--- src/rtl/mips_pkg.sv ---
// Shared encodings for the multicycle MIPS control path: FSM states, opcodes, funct codes, ULA codes.
package mips_pkg;

    typedef enum logic [3:0] {
        FETCH, DECODE, MEMADR, MEMRD, MEMWB, MEMWR,
        EXEC, ALUWB, BEQ, ADDIEX, ADDIWB, JUMP
    } estado_t;

    typedef enum logic [1:0] {ALU_ADD, ALU_SUB, ALU_FUNCT} alu_op_t;

    localparam logic [5:0] OP_R    = 6'b000000;
    localparam logic [5:0] OP_LW   = 6'b100011;
    localparam logic [5:0] OP_SW   = 6'b101011;
    localparam logic [5:0] OP_BEQ  = 6'b000100;
    localparam logic [5:0] OP_ADDI = 6'b001000;
    localparam logic [5:0] OP_J    = 6'b000010;

    localparam logic [5:0] FN_ADD = 6'b100000;
    localparam logic [5:0] FN_SUB = 6'b100010;
    localparam logic [5:0] FN_AND = 6'b100100;
    localparam logic [5:0] FN_OR  = 6'b100101;
    localparam logic [5:0] FN_SLT = 6'b101010;

    localparam logic [2:0] ULA_ADD = 3'b010;
    localparam logic [2:0] ULA_SUB = 3'b110;
    localparam logic [2:0] ULA_AND = 3'b000;
    localparam logic [2:0] ULA_OR  = 3'b001;
    localparam logic [2:0] ULA_SLT = 3'b111;

endpackage

--- src/rtl/ula_decodificador.sv ---
// Purpose: maps the FSM's ALU request plus funct onto the ULA operation code and carry-in.
// Latency: purely combinational, zero cycles.
// Backpressure: none; funct_ok flags funct codes the ULA does not implement.
module ula_decodificador
    import mips_pkg::*;
(
    input  alu_op_t     alu_op,
    input  logic [5:0]  funct,
    output logic [2:0]  ula_controle,
    output logic        ula_cin,
    output logic        funct_ok
);

    always_comb begin
        ula_controle = ULA_ADD;
        ula_cin      = 1'b0;
        funct_ok     = 1'b1;
        case (alu_op)
            ALU_SUB: begin
                ula_controle = ULA_SUB;
                ula_cin      = 1'b1;
            end
            ALU_FUNCT: begin
                case (funct)
                    FN_ADD: ula_controle = ULA_ADD;
                    FN_SUB: begin
                        ula_controle = ULA_SUB;
                        ula_cin      = 1'b1;
                    end
                    FN_AND: ula_controle = ULA_AND;
                    FN_OR:  ula_controle = ULA_OR;
                    // slt is a subtraction underneath, so it needs the +1 as well
                    FN_SLT: begin
                        ula_controle = ULA_SLT;
                        ula_cin      = 1'b1;
                    end
                    default: funct_ok = 1'b0;
                endcase
            end
            default: ;
        endcase
    end

endmodule

--- src/rtl/controle_multiciclo.sv ---
// Purpose: multicycle MIPS main control FSM driving datapath enables, muxes and the ULA.
// Latency: lw 5 cycles; sw, R-type, addi 4; beq, j 3; unsupported opcode 2.
// Backpressure: none; one instruction in flight, rst aborts it and forces safe outputs.
module controle_multiciclo
    import mips_pkg::*;
#(
    parameter int OPC_W   = 6,
    parameter int FUNCT_W = 6,
    parameter int CTRL_W  = 3
) (
    input  logic               clk,
    input  logic               rst,
    input  logic [OPC_W-1:0]   opcode,
    input  logic [FUNCT_W-1:0] funct,
    input  logic               zero,
    output logic [CTRL_W-1:0]  ULAcontrole,
    output logic               ula_cin,
    output logic               pc_en,
    output logic               iord,
    output logic               mem_write,
    output logic               ir_write,
    output logic               reg_write,
    output logic               reg_dst,
    output logic               mem_to_reg,
    output logic               alu_src_a,
    output logic [1:0]         alu_src_b,
    output logic [1:0]         pc_src,
    output logic               illegal_op
);

    estado_t estado;
    logic    eh_lw;
    alu_op_t alu_op;
    logic    funct_ok;

    ula_decodificador u_ula_dec (
        .alu_op       (alu_op),
        .funct        (funct),
        .ula_controle (ULAcontrole),
        .ula_cin      (ula_cin),
        .funct_ok     (funct_ok)
    );

    // lw/sw is captured in DECODE so MEMADR never looks at the opcode again
    always_ff @(posedge clk) begin
        if (rst) begin
            estado <= FETCH;
            eh_lw  <= 1'b0;
        end else begin
            case (estado)
                FETCH:  estado <= DECODE;
                DECODE: begin
                    eh_lw <= (opcode == OP_LW);
                    case (opcode)
                        OP_LW, OP_SW: estado <= MEMADR;
                        OP_R:         estado <= EXEC;
                        OP_BEQ:       estado <= BEQ;
                        OP_ADDI:      estado <= ADDIEX;
                        OP_J:         estado <= JUMP;
                        default:      estado <= FETCH;
                    endcase
                end
                MEMADR: estado <= eh_lw ? MEMRD : MEMWR;
                MEMRD:  estado <= MEMWB;
                MEMWB:  estado <= FETCH;
                MEMWR:  estado <= FETCH;
                EXEC:   estado <= funct_ok ? ALUWB : FETCH;
                ALUWB:  estado <= FETCH;
                BEQ:    estado <= FETCH;
                ADDIEX: estado <= ADDIWB;
                ADDIWB: estado <= FETCH;
                JUMP:   estado <= FETCH;
                default: estado <= FETCH;
            endcase
        end
    end

    // Outputs follow the state register; rst overrides them so nothing is written while held
    always_comb begin
        alu_op     = ALU_ADD;
        pc_en      = 1'b0;
        iord       = 1'b0;
        mem_write  = 1'b0;
        ir_write   = 1'b0;
        reg_write  = 1'b0;
        reg_dst    = 1'b0;
        mem_to_reg = 1'b0;
        alu_src_a  = 1'b0;
        alu_src_b  = 2'b00;
        pc_src     = 2'b00;
        illegal_op = 1'b0;
        if (!rst) begin
            case (estado)
                FETCH: begin
                    ir_write  = 1'b1;
                    alu_src_b = 2'b01;
                    pc_en     = 1'b1;
                end
                DECODE: begin
                    alu_src_b  = 2'b11;
                    illegal_op = !(opcode inside {OP_R, OP_LW, OP_SW, OP_BEQ, OP_ADDI, OP_J});
                end
                MEMADR, ADDIEX: begin
                    alu_src_a = 1'b1;
                    alu_src_b = 2'b10;
                end
                MEMRD: iord = 1'b1;
                MEMWR: begin
                    iord      = 1'b1;
                    mem_write = 1'b1;
                end
                MEMWB: begin
                    mem_to_reg = 1'b1;
                    reg_write  = 1'b1;
                end
                EXEC: begin
                    alu_src_a  = 1'b1;
                    alu_op     = ALU_FUNCT;
                    illegal_op = !funct_ok;
                end
                ALUWB: begin
                    reg_dst   = 1'b1;
                    reg_write = 1'b1;
                end
                ADDIWB: reg_write = 1'b1;
                BEQ: begin
                    alu_src_a = 1'b1;
                    alu_op    = ALU_SUB;
                    pc_src    = 2'b01;
                    pc_en     = zero;
                end
                JUMP: begin
                    pc_src = 2'b10;
                    pc_en  = 1'b1;
                end
                default: ;
            endcase
        end
    end

endmodule

--- config.mk ---
export PLATFORM = sky130hd
export DESIGN_NAME = controle_multiciclo
export DESIGN_NICKNAME = d
export VERILOG_FILES = /design/src/rtl/mips_pkg.sv /design/src/rtl/ula_decodificador.sv /design/src/rtl/controle_multiciclo.sv
export SDC_FILE = /design/constraint.sdc
export NUM_CORES = 1
export LEC_CHECK = 0
export CAP_MARGIN = 5
export CORE_MARGIN = 1.5
export CORE_UTILIZATION = 45
export DETAILED_ROUTE_END_ITERATION = 7
export PLACE_DENSITY = 0.93
export SKIP_CTS_REPAIR_TIMING = 1
export SYNTH_ARGS = -nofsm -noshare
export SYNTH_HDL_FRONTEND = slang
export SYNTH_HIERARCHICAL = 1
export SYNTH_SLANG_ARGS = --single-unit
export TNS_END_PERCENT = 5
--- constraint.sdc ---
create_clock -name clk -period 4.8 [get_ports clk]
set_input_delay 1.2 -clock clk [delete_from_list [all_inputs] [get_ports clk]]
set_output_delay 1.2 -clock clk [all_outputs]
set_load 0.02 [all_outputs]
==> metrics.yaml <==
synth:
  synth_area_leaders: "dfxtp_1 (13%), nand2b_1 (4.9%), nor3_1 (4.6%), nand4bb_1 (4.4%), xor2_1 (3.4%)"
  yosys_register_bits: 5
  netlist_area_sq_um: 764
  syn_nets: 114
  ys_warn_count: 6
  netlist_instances: 97
  ys_types: 45
  synth_top_cell_by_area: "dfxtp_1"
  synth.avg_cell_area_sq_um: 7.88
  ys_seq_area_frac: 0.131
  synth.top_cell.area_share: 0.131
route:
  via_count: 879
  drtIter0Drc: 18
  drc: 0
  ant_nets: 0
  post_drt_wl_per_cell_microns: 14.4
  firstDrtPassIters: 4
  viasPerCell: 6.10
  drt-total-wl_microns: 2070
die:
  start_util: 0.496
  die-area_sq_um: 1950
  row_count: 14
  die_y_microns: 44.2
  die_w_microns: 44.2
  io_pins: 32
  core-area_sq_um: 1540
sta:
  slew_headroom: 0.612
  period_minus_slack_ns: 4.68
  skew_ns: 0.00702
  setup_viol: 0
  max_slew.worst_pin.slew_ns: 0.581
  fin_hold_ws_ns: 0.621
  finalHoldViolations: 0
  setup_tns_ns: 0
  timing.final.ws_setup_ns: 0.117
  finalCritPeriodShare: 0.976
  slew_violations: 0
  clock.fmax_mhz: 214
clocking:
  clockBufferDepth: 2
  cts_tree: "yes"
  clk_latency_ns: 0.25
  htree_levels: 1
  cts_sinks: 5
  cts_buffers: 3
  clkTransAtPathRegs_ns: 0.04
  cts_root_buffer: "clkbuf_4"
final_layout:
  final_cell_mix: "clkdlybuf4s50_1 (28), nand2b_1 (6), nor3_1 (6), inv_1 (6)"
  antenna_cells: 0
  fin_nets: 146
  drive_above_1_share: 0.125
  mostFrequentLayoutCell: "clkdlybuf4s50_1"
  fin_cells: 144
  syn_to_final_growth_pct: 46.8
power:
  cell_internal_pwr_w: 0.000102
  vdd_drop_max_v: 0.000182
  combPwrFrac: 0.349
  sequentialPowerShare: 0.312
  p_clk_frac: 0.339
  powerDensity_nw_per_um2: 134
  power_switching_w: 0.0000480
  leakagePower_nw: 0.441
  p_sw_frac: 0.320
grt:
  grt_pass1_wl_microns: 3460
  grt_max_degree: 16
  track_usage: 0.230
  antenna_found_initial: 0
  first_global_vias: 852
  grt_overflow: 0
setup_path:
  path_common_cell: "clkdlybuf4s50_1"
  worstSetupPathType: "input port to output pin"
  startpoint_type: "input port"
  cp_cell_sequence: "clkdlybuf4s50_1 -> nor4_2 -> inv_1 -> ha_1 -> nand4bb_1 -> o22ai_1 -> clkdlybuf4s50_1"
  crit_start: "rst"
  cpLargestDelayFamily: "buffers and inverters"
  crit_path_end_kind: "output pin"
  crit_fanout: 5
  cp.required_ns: 3.60
  worst-path-buf-inv: 3
  worst_path_largest_cell_delay_ns: 0.62
  cp_data_arrival_time_ns: 3.48
  critical-path-slowest-cell: "clkdlybuf4s50_1"
  r2r-start: "estado[3]$_SDFF_PP0_"
min_path:
  hold_path_class: "register to register"
  hold_start: "eh_lw$_SDFFE_PP0P_"
place:
  dp_cells: 140
  place_ws_ns: 0.0253
  hpwl_microns: 1660
  place.port_buffers: 31
  gp_congestion: 0.827
run:
  maxCapViolCount: 0
outcome:
  status: "complete, no violations"
[worst register-to-register path: stages, from the launching register on]
cell and delay (ns):
dfxtp_1 0.58, nand2b_1 0.20, nor4_2 0.21, inv_1 0.08, ha_1 0.24, o41ai_2 0.09, mux2i_1 0.14, o32a_1 0.31
a221oi_1 0.26
[layer usage]
layer | up-vias | global-route usage | wire length (microns)
li1 | 435 | - | -
met4 | 0 | 0.103 | 36
met2 | 39 | 0.444 | 1110
met1 | 401 | 0.243 | 798
met3 | 4 | 0.0286 | 128
met5 | - | 0 | 0
[final cells by class]
cell class                 instances  area [sq um]
multi-input combinational         80           621
fill                             113           419
timing repair buffer              33           333
sequential                         5           100
clock buffer                       4          26.3
inverter                           6          22.5
tap                               16          20.0
[per-stage QoR]
stage                     instance area [sq um]  utilization  total power (W)
after floorplan                             764            -        0.0000723
after global placement                     1080        0.699        0.0000978
after detailed placement                   1080        0.699        0.0000994
after CTS                                  1100        0.716         0.000151
after global routing                       1120        0.728         0.000157
final                                      1120        0.728         0.000150
[kinds of logic (layout without fill, tap and decap cells)]
group | after synthesis | count (layout) | synth area share
AO/OA/AOI/OAI | 25 | 25 | 0.260
AND/OR/NAND/NOR | 48 | 48 | 0.442
XOR/XNOR | 3 | 3 | 0.0344
adder cells (fa/ha/maj) | 2 | 2 | 0.0327
multiplexers | 2 | 2 | 0.0278
flip-flops | 5 | 5 | 0.131
buffers and inverters | 12 | 43 | 0.0720
[power by group through the flow]
stage | clock, W | combinational [W] | sequential [W]
floorplan | 0 | 0.0000279 | 0.0000444
global placement | 0 | 0.0000505 | 0.0000473
detailed placement | 0 | 0.0000521 | 0.0000474
CTS | 0.0000523 | 0.0000523 | 0.0000466
global route | 0.0000536 | 0.0000565 | 0.0000472
finish | 0.0000508 | 0.0000524 | 0.0000469
[cells in the mapped netlist (all sizes together)]
library cell / number
nor2b: 4
a21o: 1
mux2i: 1
a221oi: 3
xor2: 3
o31ai: 1
o211a: 2
a211oi: 3
or3b: 2
or2: 1
nor4: 4
nand4: 1
o21ai: 2
mux2: 1
a211o: 1
o2111ai: 1
nor4bb: 1
ha: 2
nor3: 8
nand3: 3
nand2: 4
nor2: 4
nand3b: 1
o22ai: 2
clkbuf: 2
a21bo: 1
o32a: 1
nand4bb: 3
o41ai: 1
a21oi: 5
inv: 6
and3: 2
dfxtp: 5
or4: 2
nor3b: 1
o211ai: 1
nand4b: 1
buf: 4
nand2b: 6
[state kept, by name, summed over array words and instances (netlist names)]
signal  flops
eh_lw       1
estado      4
[path summary, 6_finish.rpt]
path	end	slack, ns	depth (start not counted)
worst max register to register	estado[1]$_SDFF_PP0_	2.59	8
worst min register to register	eh_lw$_SDFFE_PP0P_	0.62	2
worst min-delay path	eh_lw$_SDFFE_PP0P_	0.62	2
worst max-delay path	ula_cin	0.12	7
Power figures use the tool's default switching activity.
